$ cat src/rtl/arith_pkg.sv
// Shared definitions for the serial arithmetic blocks: controller states and
// the add/subtract mode encoding.
package arith_pkg;

  typedef enum logic [1:0] {
    IDLE = 2'd0,
    RUN  = 2'd1,
    DONE = 2'd2
  } state_t;

  localparam logic MODE_ADD = 1'b0;
  localparam logic MODE_SUB = 1'b1;

endpackage

$ cat src/rtl/fa_cell.sv
// One-bit full adder: parity sum and true majority carry. This is the only
// arithmetic in the serial adder/subtractor.
module fa_cell (
  input  logic x,
  input  logic y,
  input  logic ci,
  output logic s,
  output logic co
);

  assign s  = x ^ y ^ ci;
  assign co = (x & y) | (x & ci) | (y & ci);

endmodule

$ cat src/rtl/serial_addsub.sv
// Bit-serial WIDTH-bit adder/subtractor. It processes one bit per cycle, LSB
// first, through a single full-adder cell and keeps the carry in a flip-flop.
module serial_addsub
  import arith_pkg::*;
#(
  parameter  int WIDTH = 8,
  localparam int CW    = $clog2(WIDTH + 1)
) (
  input  logic             clk,
  input  logic             rst_n,
  input  logic             start,
  input  logic             sub,
  input  logic [WIDTH-1:0] a,
  input  logic [WIDTH-1:0] b,
  output logic             busy,
  output logic             done,
  output logic [WIDTH-1:0] sum,
  output logic             cout,
  output logic             ovf
);

  localparam logic [CW-1:0] LAST_BIT = CW'(WIDTH - 1);

  state_t           r_state;
  logic [WIDTH-1:0] r_a;
  logic [WIDTH-1:0] r_b;
  logic [WIDTH-1:0] r_res;
  logic [WIDTH-1:0] r_sum;
  logic [CW-1:0]    r_cnt;
  logic             r_carry;
  logic             r_cout;
  logic             r_ovf;

  logic             w_s;
  logic             w_c;
  logic             w_load;
  logic             w_last;
  logic [WIDTH-1:0] w_res_next;

  fa_cell u_fa (
    .x  (r_a[0]),
    .y  (r_b[0]),
    .ci (r_carry),
    .s  (w_s),
    .co (w_c)
  );

  // A new request is accepted in IDLE and also in DONE, which gives
  // back-to-back operation with no idle gap.
  assign w_load     = start && (r_state != RUN);
  assign w_last     = (r_cnt == LAST_BIT);
  assign w_res_next = {w_s, r_res[WIDTH-1:1]};

  always_ff @(posedge clk or negedge rst_n) begin
    if (!rst_n) begin
      r_state <= IDLE;
      r_a     <= '0;
      r_b     <= '0;
      r_res   <= '0;
      r_sum   <= '0;
      r_cnt   <= '0;
      r_carry <= 1'b0;
      r_cout  <= 1'b0;
      r_ovf   <= 1'b0;
    end else if (w_load) begin
      // Subtraction is a + ~b + 1: invert B here and seed the carry with 1.
      r_a     <= a;
      r_b     <= (sub == MODE_SUB) ? ~b : b;
      r_carry <= (sub == MODE_SUB);
      r_cnt   <= '0;
      r_res   <= '0;
      r_state <= RUN;
    end else begin
      case (r_state)
        RUN: begin
          r_res   <= w_res_next;
          r_a     <= {1'b0, r_a[WIDTH-1:1]};
          r_b     <= {1'b0, r_b[WIDTH-1:1]};
          r_carry <= w_c;
          r_cnt   <= r_cnt + 1'b1;
          if (w_last) begin
            // r_carry is the carry into the MSB on this final bit.
            r_sum   <= w_res_next;
            r_cout  <= w_c;
            r_ovf   <= r_carry ^ w_c;
            r_state <= DONE;
          end
        end
        default: r_state <= IDLE;
      endcase
    end
  end

  assign busy = (r_state == RUN);
  assign done = (r_state == DONE);
  assign sum  = r_sum;
  assign cout = r_cout;
  assign ovf  = r_ovf;

endmodule

$ cat config.mk
export PLATFORM = sky130hd
export DESIGN_NAME = serial_addsub
export DESIGN_NICKNAME = d
export VERILOG_FILES = /design/src/rtl/arith_pkg.sv /design/src/rtl/fa_cell.sv /design/src/rtl/serial_addsub.sv
export SDC_FILE = /design/constraint.sdc
export NUM_CORES = 1
export LEC_CHECK = 0
export BUFFER_PORTS_ARGS = -buffer_cell sky130_fd_sc_hd__buf_2
export CAP_MARGIN = 30
export CORE_MARGIN = 2
export CORE_UTILIZATION = 52
export CTS_BUF_LIST = sky130_fd_sc_hd__clkbuf_2 sky130_fd_sc_hd__clkbuf_4 sky130_fd_sc_hd__clkbuf_8
export DETAILED_ROUTE_END_ITERATION = 12
export PLACE_DENSITY = 0.78
export SYNTH_ARGS = -nofsm -noshare
export SYNTH_HDL_FRONTEND = slang
export SYNTH_HIERARCHICAL = 1
export SYNTH_SLANG_ARGS = --single-unit
$ cat constraint.sdc
create_clock -name clk -period 1.5 [get_ports clk]
set_clock_uncertainty 0.05 [all_clocks]
set_input_delay 0.225 -clock clk [delete_from_list [all_inputs] [get_ports clk]]
set_output_delay 0.225 -clock clk [all_outputs]
set_load 0.05 [all_outputs]
Word-level counts from Yosys, hierarchy flattened --
Cells that the tools add are included.
Storage, ports and cells: register bits after elaboration 41, input port bits 20, output and inout port bits 12, logic and storage cells 42
Operators by class: add/sub/neg operators 1, eq/ne operators 5, multiplexer cells 14, bitwise logic cells 10, reduce and logical (&&, ||, !) cells 3
Operators by type and width (number):
- $mux W8 | 7
- $mux W4 | 2
- $not A8 Y8 | 1
- $mux W2 | 3
- $add A4 B1 Y4 const B | 1
- $eq A4 B3 Y1 const B | 1
- $and A1 B1 Y1 | 3
- $ne A3 B1 Y1 const B | 1
- $reduce_and A3 Y1 | 1
- $xor A1 B1 Y1 | 3
- $eq A2 B1 Y1 const B | 1
- $eq A2 B2 Y1 const B | 1
- $mux W1 | 2
- $ne A2 B1 Y1 const B | 1
- $or A1 B1 Y1 | 2
- $reduce_bool A2 Y1 | 1
- $logic_and A1 B1 Y1 | 1
- $not A1 Y1 | 1

Longest topological paths before layout --
Gate-level depths: netlist of the first run.
depth after elaboration 5, mapped depth 5

Hierarchy --
The synthesis of the first run kept the hierarchy.
By module, submodules not included:
- serial_addsub | times used 1, cells an instance 156, area each 1833.0 µm², sequential area each 1001.0 µm²
- fa_cell | times used 1, cells an instance 1, area each 20.0 µm², sequential area each 0.0 µm²

Worst setup path after synthesis of the first run --
Ideal clock, no wire load.
path kind register to register, from register r_state[1], to register r_a[4], setup time 0.083 ns, data arrival time 1.414 ns, required time 1.367 ns, setup slack -0.047 ns, cell stages (with the launch flop) 6, path buffers 2, period minus slack after synthesis 1.547 ns, cells stage by stage dfrtp_1 -> nor2b_4 -> buf_6 -> clkbuf_1 -> nand2_1 -> o21ai_0
Between the ends: elaborated cells on any way between the ends 5
RTL lines:
- start: declaration | line serial_addsub.sv:24 | state_t r_state;
- start signal: assignment | line serial_addsub.sv:56 | r_state <= IDLE;
- start signal: assignment | line serial_addsub.sv:72 | r_state <= RUN;
- start signal: assignment | line serial_addsub.sv:86 | r_state <= DONE;
- $eq A2 B1 Y1
- named net busy | line serial_addsub.sv:15 | output logic busy,
- $reduce_bool A2 Y1 (no line)
- end signal: assignment | line serial_addsub.sv:77 | r_a <= {1'b0, r_a[WIDTH-1:1]};
- end: declaration | line serial_addsub.sv:25 | logic [WIDTH-1:0] r_a;
The timed path passes the listed nets, and every way through them passes these cells. A chain may end at the register's enable or synchronous reset.

Worst setup path after layout of the first run --
from register r_state[1], to output port busy
Between the ends: word-level cells in the longest chain between the ends 1
Ends and longest elaborated chain:
- $eq A2 B1 Y1 | line serial_addsub.sv:94 | assign busy = (r_state == RUN);
- end: declaration | line serial_addsub.sv:15
Every way passes these cells.

==> run metrics, run 1 <==
core area=3390 µm²; Synth Instances=157; Initial Util=0.5467; vias in the first global route=1316; Min-Delay Path Class=input pin to register; DP Worst Slack=-2.947 ps; clock root cell=clkbuf_4; fin worst setup slack=-7.715 ps; detailed placer's ending HPWL=2.433 mm; Post-Syn Area=1853 µm²; Via Count=1293; net switching power=0.001900 W; Final ANT Viol Nets=0; die area=4057 µm²; Mapped Nets=179; commonest non-fill, non-tap cell in the layout=dfrtp_1; synthesized flop and latch total=40; I/O pins=32; DR vias/cell=5.214; largest family of logic cells by synthesized area=multiplexers; final worst-path cycle share=1.005; CP cell instances=nor2b_4, buf_12, buf_12; clk buf depth=2; share of layout cells above drive strength 1=0.3515; total track usage=0.1958; Max-slew headroom=0.6922; Site Rows=21; Worst Path Arrival=1230 ps; Remaining DRCs=0; Clock Latency Late Sink=340 ps; Top Metal Used=met4; Num CTS Buffers=5; Worst setup SP type=register; commonest cells after routing, fill and taps aside=dfrtp_1, buf_2, nand2_1, o21ai_0, mux2i_1; Comb pwr share=0.493; chip height=63.70 µm; design area=2283 µm²; Fmax=663.3 MHz; switching share of power=0.3996; diodes inserted=0; drt pass-1 iters=4; internal power=0.002855 W; DR WL/cell=14.83 µm; synth warn=6; adder-cell share of the synthesized area=0.01756; H-Tree Depth=2; Clk pwr share=0.119; slowest stage delay, CP=430 ps; fin util=0.6737; GRT Residual Overflow=0; Post-Synth XOR/XNOR Area=0.04727; cell mode on critical path=buf_12; largest net degree at the start of global routing=24; met1 wire length=1.540 mm; Required @ worst endpoint=1220 ps; Area Overhead vs Synth=23.23%; clock-pin slew on the worst setup and hold paths=120 ps; Least-Margin Pin Slew=461.8 ps; met3 WL=155 µm; number of distinct library cells after synthesis=22; simple-gate share of the synthesized area=0.1053; Setup violations, final=1; run status=complete, but fails checks; Seq pwr share=0.387; failing checks=negative setup slack; Buf/Inv on CP=2; Crit Path Class=register to primary output; Die Wd=63.70 µm; Leakage=1.155 nW; CP Max Fanout=6; # nets final=223; Power Density=2082 nW/µm²; delay-heaviest family, CP=flip-flops; Clock Sinks=40; Setup crit end kind=primary output; Placed Instance Area=2066 µm²; 1st-iter DRT viols=84; max-cap violations=0; Max Slew Vio Count=0; RSZ-0062 raised after global routing=true; port buffer count=31; setup TNS=-7.715 ps; post-synthesis sequential area ratio=0.5402; Routed met2 length=1.934 mm; post-synthesis compound-gate area fraction=0.07090; Total Wirelength=3.678 mm; Final Hold Viols=0; worst vdd ir=1.091 mV; Pwr Total=0.004754 W; multiplexer share of the synthesized area=0.1810; Syn Area/Cell=11.80 µm²; Final GP Congestion=0.7510; global-route wire length before repair=5.954 mm; Critical-path top delay cell=dfrtp_1; CTS tree=yes; initial antenna violation count=0; Final Critical Period=1508 ps
[metrics by stage]
| step | cells | hold slack (ps) |
|---|---|---|
| after floorplan | 157 | -120.6 |
| after global placement | 229 | 134.9 |
| after detailed placement | 229 | 150.8 |
| after CTS | 241 | 93.92 |
| after global routing | 248 | 94.35 |
| final | 248 | 86.31 |
[area by class of cell]
cell class	instances	area (µm²)
fill	256	1106
sequential	40	1001
multi-input combinational	107	805.8
timing repair buffer	47	357.8
tap	46	57.56
clock buffer	6	51.30
clock inverter	2	10.01
[timing repair]
action | in CTS | in global routing
hold buffers | 1 | 0
hold endpoints to repair | 17 | 0
pin swaps | 1 | 1
buffers inserted | 2 | 6
cloned | 1 | 1
resized for setup | 8 | 4
setup endpoints to repair | 4 | 12
[synth_stat cells]
cell / n / share of area
mux2i_1: 17 / 0.092
buf_2: 4 / 0.011
dfrtp_1: 40 / 0.54
and2b_1: 1 / 0.0041
nand2b_1: 8 / 0.027
a211oi_1: 1 / 0.0041
ha_1: 1 / 0.0068
mux2_2: 4 / 0.024
mux2_4: 8 / 0.065
buf_6: 1 / 0.0061
nor2b_4: 1 / 0.0074
nand2_1: 24 / 0.049
fa_1: 1 / 0.011
buf_12: 1 / 0.011
nand3_1: 1 / 0.0027
xnor2_1: 2 / 0.0095
clkbuf_1: 5 / 0.010
o21ai_0: 23 / 0.062
xor2_1: 8 / 0.038
a22o_1: 1 / 0.0047
and4b_4: 1 / 0.0074
nor2_1: 4 / 0.0081
[final timing paths]
| path | startpoint | to | slack, ps | depth (start not counted) |
|---|---|---|---|---|
| worst max register to register | r_state[1] | sum[2] | 40 | 3 |
| max in group asynchronous | rst_n | r_b[6] | 620 | 3 |
| worst min-delay path | a[7] | r_a[7] | 90 | 3 |
| worst max-delay path | r_state[1] | busy | -8 | 3 |
| min in group asynchronous | rst_n | r_res[1] | 300 | 2 |
| worst min register to register | r_b[4] | r_b[3] | 440 | 2 |
[cells by family (layout without fill, tap and decap cells)]
family	Yosys count	in the layout
flops	40	40
buf+inv	11	55
simple gates	40	41
compound gates	25	25
xor+xnor	10	10
mux	29	29
fa+ha+maj	2	2
[state kept, by name, indices dropped and copies added, names as in the netlist]
signal   cells
r_a          8
r_b          8
sum          8
r_res        7
r_cnt        4
r_state      2
cout         1
ovf          1
r_carry      1
[power groups by stage]
stage	Combinational [W]	Clock, W	Sequential [W]
6_report	0.00235	0.000567	0.00184
5_1_grt	0.00253	0.000636	0.00190
4_1_cts	0.00216	0.000576	0.00184
3_5_place_dp	0.00187	0	0.00186
3_3_place_gp	0.00178	0	0.00181
2_1_floorplan	0.00112	0	0.00216
[metal layers]
metal,track usage,vias to the layer above
met4,0.06522,0
li1,-,618
met2,0.3474,33
met5,0,-
met1,0.2225,637
met3,0.06071,5
[worst reg2reg max path: stages, from the launching register on]
cell,delay [ps]
dfrtp_1,430
nor2b_4,190
and4b_4,360
mux2_4,320
Power figures use the tool's default switching activity.
==> inputs of run 2 (changes only) <==
--- a/config.mk
+++ b/config.mk
@@ -7,7 +7,6 @@
 export LEC_CHECK = 0
 export BUFFER_PORTS_ARGS = -buffer_cell sky130_fd_sc_hd__buf_2
 export CAP_MARGIN = 30
-export CORE_MARGIN = 2
 export CORE_UTILIZATION = 52
 export CTS_BUF_LIST = sky130_fd_sc_hd__clkbuf_2 sky130_fd_sc_hd__clkbuf_4 sky130_fd_sc_hd__clkbuf_8
 export DETAILED_ROUTE_END_ITERATION = 12
==> run metrics, run 2 (synthesis results as in run 1) <==
run status=complete, but fails checks; failing checks=negative setup slack; core area=3363 µm² (-0.78%); clk buf depth=2 (unchanged); vias in the first global route=1240 (-5.8%); Final Hold Viols=0 (unchanged); Initial Util=0.5510 (+0.004271); reg2reg path depth=4 (+1); global-route wire length before repair=5.540 mm (-7.0%); net switching power=0.001883 W (-0.90%); Least-Margin Pin Slew=455.2 ps (-6.554 ps); Setup violations, final=5 (+4); Die Wd=61.70 µm (-3.1%); Crit. Startpoint=r_state[1]; placed cells=230 (+0.44%); clock-pin slew on the worst setup and hold paths=110 ps (about the same); CP cell instances=nor2b_4, buf_6, and4b_2, mux2_4; # fillers=289 (+13%); I/O pins=32 (unchanged); WHS Path Cells=3 (unchanged); Critical-path top delay cell=dfrtp_1; final worst-path cycle share=1.019 (+0.01362); design area=2257 µm² (-1.2%); drt pass-1 iters=4 (unchanged); port buffer count=31 (unchanged); Clock Latency Late Sink=340 ps (about the same); Required @ worst endpoint=1690 ps (+470 ps); Final ANT Viol Nets=0 (unchanged); Pwr Total=0.004708 W (-0.97%); DR WL/cell=14.32 µm (-3.5%); Seq pwr share=0.393 (+0.006); # nets final=221 (-0.90%); commonest cells after routing, fill and taps aside=dfrtp_1, buf_2, nand2_1, o21ai_0, mux2i_1; Placed Instance Area=2061 µm² (-0.24%); share of layout cells above drive strength 1=0.3417 (-0.009777); Worst setup SP type=register; Num CTS Buffers=5 (unchanged); RSZ-0062 raised after global routing=true; Comb pwr share=0.482 (-0.011); Max Slew Vio Count=0 (unchanged); Reg2Reg Setup Slack=-30 ps (-70 ps); Hold Path End=r_a[7]; fin util=0.6711 (-0.002549); Reg-to-Reg Start=r_state[1]; Total Wirelength=3.508 mm (-4.6%); CP Max Fanout=5 (-1); internal power=0.002825 W (-1.0%); slowest stage delay, CP=420 ps (about the same); setup TNS=-126.3 ps (-118.6 ps); Buf/Inv on CP=1 (-1); Power Density=2086 nW/µm² (+0.18%); Remaining DRCs=0 (unchanged); Site Rows=21 (unchanged); Crit Path Class=register to register; 1st-iter DRT viols=45 (-46%); Cell Count, Final, Fillers Out=245 (-1.2%); worst vdd ir=0.8473 mV (-22%); Via Count=1261 (-2.5%); CTS tree=yes; DR vias/cell=5.147 (-1.3%); chip height=61.70 µm (-3.1%); largest net degree at the start of global routing=23 (-4.2%); H-Tree Depth=2 (unchanged); initial antenna violation count=0 (unchanged); fin worst setup slack=-28.14 ps (-20.43 ps); Setup crit end kind=register; Clk pwr share=0.125 (+0.006); diodes inserted=0 (unchanged); Final Critical Period=1528 ps (+20.43 ps); total track usage=0.2091 (+0.01337); max-cap violations=0 (unchanged); Worst Path Arrival=1720 ps (+490 ps); Max-slew headroom=0.6965 (+0.004369); GRT Residual Overflow=0 (unchanged); commonest non-fill, non-tap cell in the layout=dfrtp_1; Area Overhead vs Synth=21.81%; die area=3806 µm² (-6.2%); Final GP Congestion=0.7217 (-3.9%); switching share of power=0.3999 (about the same); min-delay src=a[7]; Fmax=654.4 MHz (-1.3%); Clock Sinks=40 (unchanged); delay-heaviest family, CP=simple AND/OR/NAND/NOR gates; Leakage=1.137 nW (-1.6%); Min-Delay Path Class=input pin to register; detailed placer's ending HPWL=2.411 mm (-0.91%); RR Endpoint=sum[4]; clock root cell=clkbuf_4
[run 2: timing repair]
action,CTS,global route
setup buffers,0,5
cloned,0,2
hold endpoints to repair,19,0
pin swaps,1,1
hold buffers,1,0
setup endpoints to repair,8,11
resized for setup,9,4
[run 2: per-stage QoR]
step	hold WS (ps)	worst slack [ps]
CTS	81.28	-26.77
floorplan	-120.6	37.60
global placement	148.1	46.16
global route	71.46	-84.99
finish	76.99	-28.14
detailed placement	150.4	-38.61
[run 2: worst max path at each step]
stage             end  slack, ps  cells after the start
2_1_floorplan    cout         40                      5
3_3_place_gp   sum[3]         50                      3
3_5_place_dp   sum[2]        -40                      3
4_1_cts        sum[3]        -30                      3
5_1_grt          busy        -80                      3
6_report       sum[4]        -30                      4
[run 2: layer usage]
| metal | vias up | part of all wire | global-route usage |
|---|---|---|---|
| li1 | 614 | - | - |
| met5 | - | 0 | 0 |
| met3 | 7 | 0.035 | 0.04969 |
| met1 | 612 | 0.44 | 0.2633 |
| met2 | 28 | 0.51 | 0.3364 |
| met4 | 0 | 0.015 | 0.1111 |
[run 2: final cells by class]
type                            count  area, µm²  area share
Sequential cell                    40       1001      0.4435
Multi-Input combinational cell    107      805.8      0.3570
Timing Repair Buffer               45      327.8      0.1452
Clock buffer                        7      65.06     0.02882
Tap cell                           46      57.56     0.02550
[run 2: power by group through the flow]
stage	Sequential, W	Combinational, W	Clock, W
floorplan	0.00216	0.00112	0
global placement	0.00181	0.00180	0
detailed placement	0.00185	0.00191	0
CTS	0.00183	0.00203	0.000604
global route	0.00190	0.00249	0.000651
finish	0.00185	0.00227	0.000589
[run 2: worst reg2reg max path, delay by kind of cell (launching register included)]
kind                   cells  cell delay [ps]
buffers and inverters      1              120
flip-flops                 1              420
AND/OR/NAND/NOR            2              520
multiplexers               1              310
==> inputs of run 3 (changes only) <==
--- a/config.mk
+++ b/config.mk
@@ -5,12 +5,13 @@
 export SDC_FILE = /design/constraint.sdc
 export NUM_CORES = 1
 export LEC_CHECK = 0
-export BUFFER_PORTS_ARGS = -buffer_cell sky130_fd_sc_hd__buf_2
 export CAP_MARGIN = 30
-export CORE_UTILIZATION = 52
+export CORE_ASPECT_RATIO = 1.5
+export CORE_UTILIZATION = 58
 export CTS_BUF_LIST = sky130_fd_sc_hd__clkbuf_2 sky130_fd_sc_hd__clkbuf_4 sky130_fd_sc_hd__clkbuf_8
 export DETAILED_ROUTE_END_ITERATION = 12
-export PLACE_DENSITY = 0.78
+export DONT_BUFFER_PORTS = 1
+export PLACE_DENSITY = 0.76
 export SYNTH_ARGS = -nofsm -noshare
 export SYNTH_HDL_FRONTEND = slang
 export SYNTH_HIERARCHICAL = 1
==> run metrics, run 3 (synthesis results as in run 1) <==
Crit Path Class=register to register; global-route wire length before repair=5.306 mm (-4.2%); run status=finished, final reports clean; die area=3429 µm² (-9.9%); diodes inserted=0 (unchanged); Num CTS Buffers=5 (unchanged); Initial Util=0.6233 (+0.07235); total track usage=0.2199 (+0.01072); CTS tree=yes; Worst Path Arrival=1580 ps (-140 ps); Setup violations, final=0 (-5); commonest cells after routing, fill and taps aside=dfrtp_1, nand2_1, o21ai_0, mux2i_1, buf_4; initial antenna violation count=0 (unchanged); vias in the first global route=1258 (+1.5%); Crit. Startpoint=r_b[0]; port buffer count=0 (-100%); I/O pins=32 (unchanged); Leakage=1.021 nW (-10%); met2 Usage GRT=0.3600 (+0.02359); Max-slew headroom=0.6784 (-0.01813); max-cap violations=0 (unchanged); Required @ worst endpoint=1620 ps (-70 ps); Clock Latency Late Sink=290 ps (-50 ps); detailed placer's ending HPWL=2.093 mm (-13%); GRT Residual Overflow=0 (unchanged); Final Hold Viols=0 (unchanged); CP Max Fanout=2 (-3); Die Wd=48.15 µm (-22%); clock root cell=clkbuf_8; Site Rows=24 (+14%); Via Count=1182 (-6.3%); grt met1 use=0.2457 (-0.01760); Power Density=2177 nW/µm² (+4.4%); chip height=71.23 µm (+15%); met3 Use GR=0.07809 (+0.02840); fin worst setup slack=39.50 ps (+67.65 ps); H-Tree Depth=2 (unchanged); 1st-iter DRT viols=35 (-22%); Total Wirelength=3.288 mm (-6.3%); core area=2973 µm² (-12%); largest net degree at the start of global routing=41 (+78%); Final GP Congestion=0.7042 (-2.4%); setup TNS=0 ps (+126.3 ps); Least-Margin Pin Slew=482.4 ps (+27.19 ps); Remaining DRCs=0 (unchanged); Setup crit end kind=register; Fmax=684.7 MHz (+4.6%); clk buf depth=2 (unchanged); clock-pin slew on the worst setup and hold paths=70 ps (-40 ps); Min-Delay Path Class=input pin to register; Area Overhead vs Synth=14.11%; commonest non-fill, non-tap cell in the layout=dfrtp_1; Worst setup SP type=register; Cell Count, Final, Fillers Out=210 (-14%); final worst-path cycle share=0.9737 (-0.04510); reg2reg path depth=3 (-1); Clock Sinks=40 (unchanged); Final ANT Viol Nets=0 (unchanged); # fillers=210 (-27%); # nets final=192 (-13%); Max Slew Vio Count=0 (unchanged); DP Worst Slack=-25.33 ps (+13.28 ps); DR vias/cell=5.629 (+9.4%); Reg2Reg Setup Slack=40 ps (+70 ps); worst setup path endpoint=ovf; placed cells=196 (-15%); DR WL/cell=15.66 µm (+9.4%); Reg-to-Reg Start=r_b[0]; worst vdd ir=1.320 mV (+56%); share of layout cells above drive strength 1=0.2222 (-0.1195); RR Endpoint=ovf; RSZ-0062 raised after global routing=false; drt pass-1 iters=4 (unchanged); Final Critical Period=1460 ps (-67.65 ps); most used routing layer=met2
==> run 3: cell count changes in the layout (fill, tap and decap cells not counted), moves of 2 or more <==
cell,delta
buf_4,+2
clkbuf_4,-3
clkbuf_8,+4
mux2_2,+2
buf_2,-30
mux2_4,-2
==> run 3: worst min path at each step <==
stage,slack (ps),cells past startpoint,start,end
floorplan,-120,0,rst_n,cout
finish,50,2,start,r_state[0]
global route,50,2,a[7],r_a[7]
detailed placement,-120,0,rst_n,ovf
CTS,40,2,start,r_state[0]
global placement,-120,0,rst_n,sum[6]
==> run 3: what timing repair did <==
action,CTS,global route
gates resized for setup,3,2
setup buffers,0,1
hold buffers,3,0
setup endpoints to repair,3,11
pin swaps,1,0
cloned,0,2
endpoints found under the hold margin,41,0
==> run 3: final cells by class <==
type,instances,area (µm²),area share
clock buffer,8,97.59,0.04615
multi-input combinational,107,795.8,0.3763
sequential,40,1001,0.4734
tap,39,48.80,0.02308
timing repair buffer,16,171.4,0.08106
==> run 3: per-layer routing <==
metal	wire length, µm	part of all wire
met5	0	0
met4	83	0.025
met3	168	0.051
met2	1749	0.53
met1	1287	0.39
==> run 3: worst max-delay path: stages, from the launching register on <==
cell and delay, ps:
dfrtp_1 400, fa_1 460, xor2_1 180, mux2_4 250
==> run 3: power breakdown <==
group | switching (W) | internal, W
logic | 0.000987 | 0.000873
registers | 0.000461 | 0.00153
clock network | 0.000341 | 0.000411
total | 0.00179 | 0.00282
==> run 3: per-stage QoR <==
stage	total power [W]	hold WS [ps]	cell area, µm²	util
2_1_floorplan	0.003282	-120.6	1854	-
3_3_place_gp	0.003537	-119.6	1914	0.6439
3_5_place_dp	0.003648	-119.7	1914	0.6439
4_1_cts	0.004479	35.51	2062	0.6936
5_1_grt	0.004927	52.70	2115	0.7113
6_report	0.004604	50.88	2115	0.7113
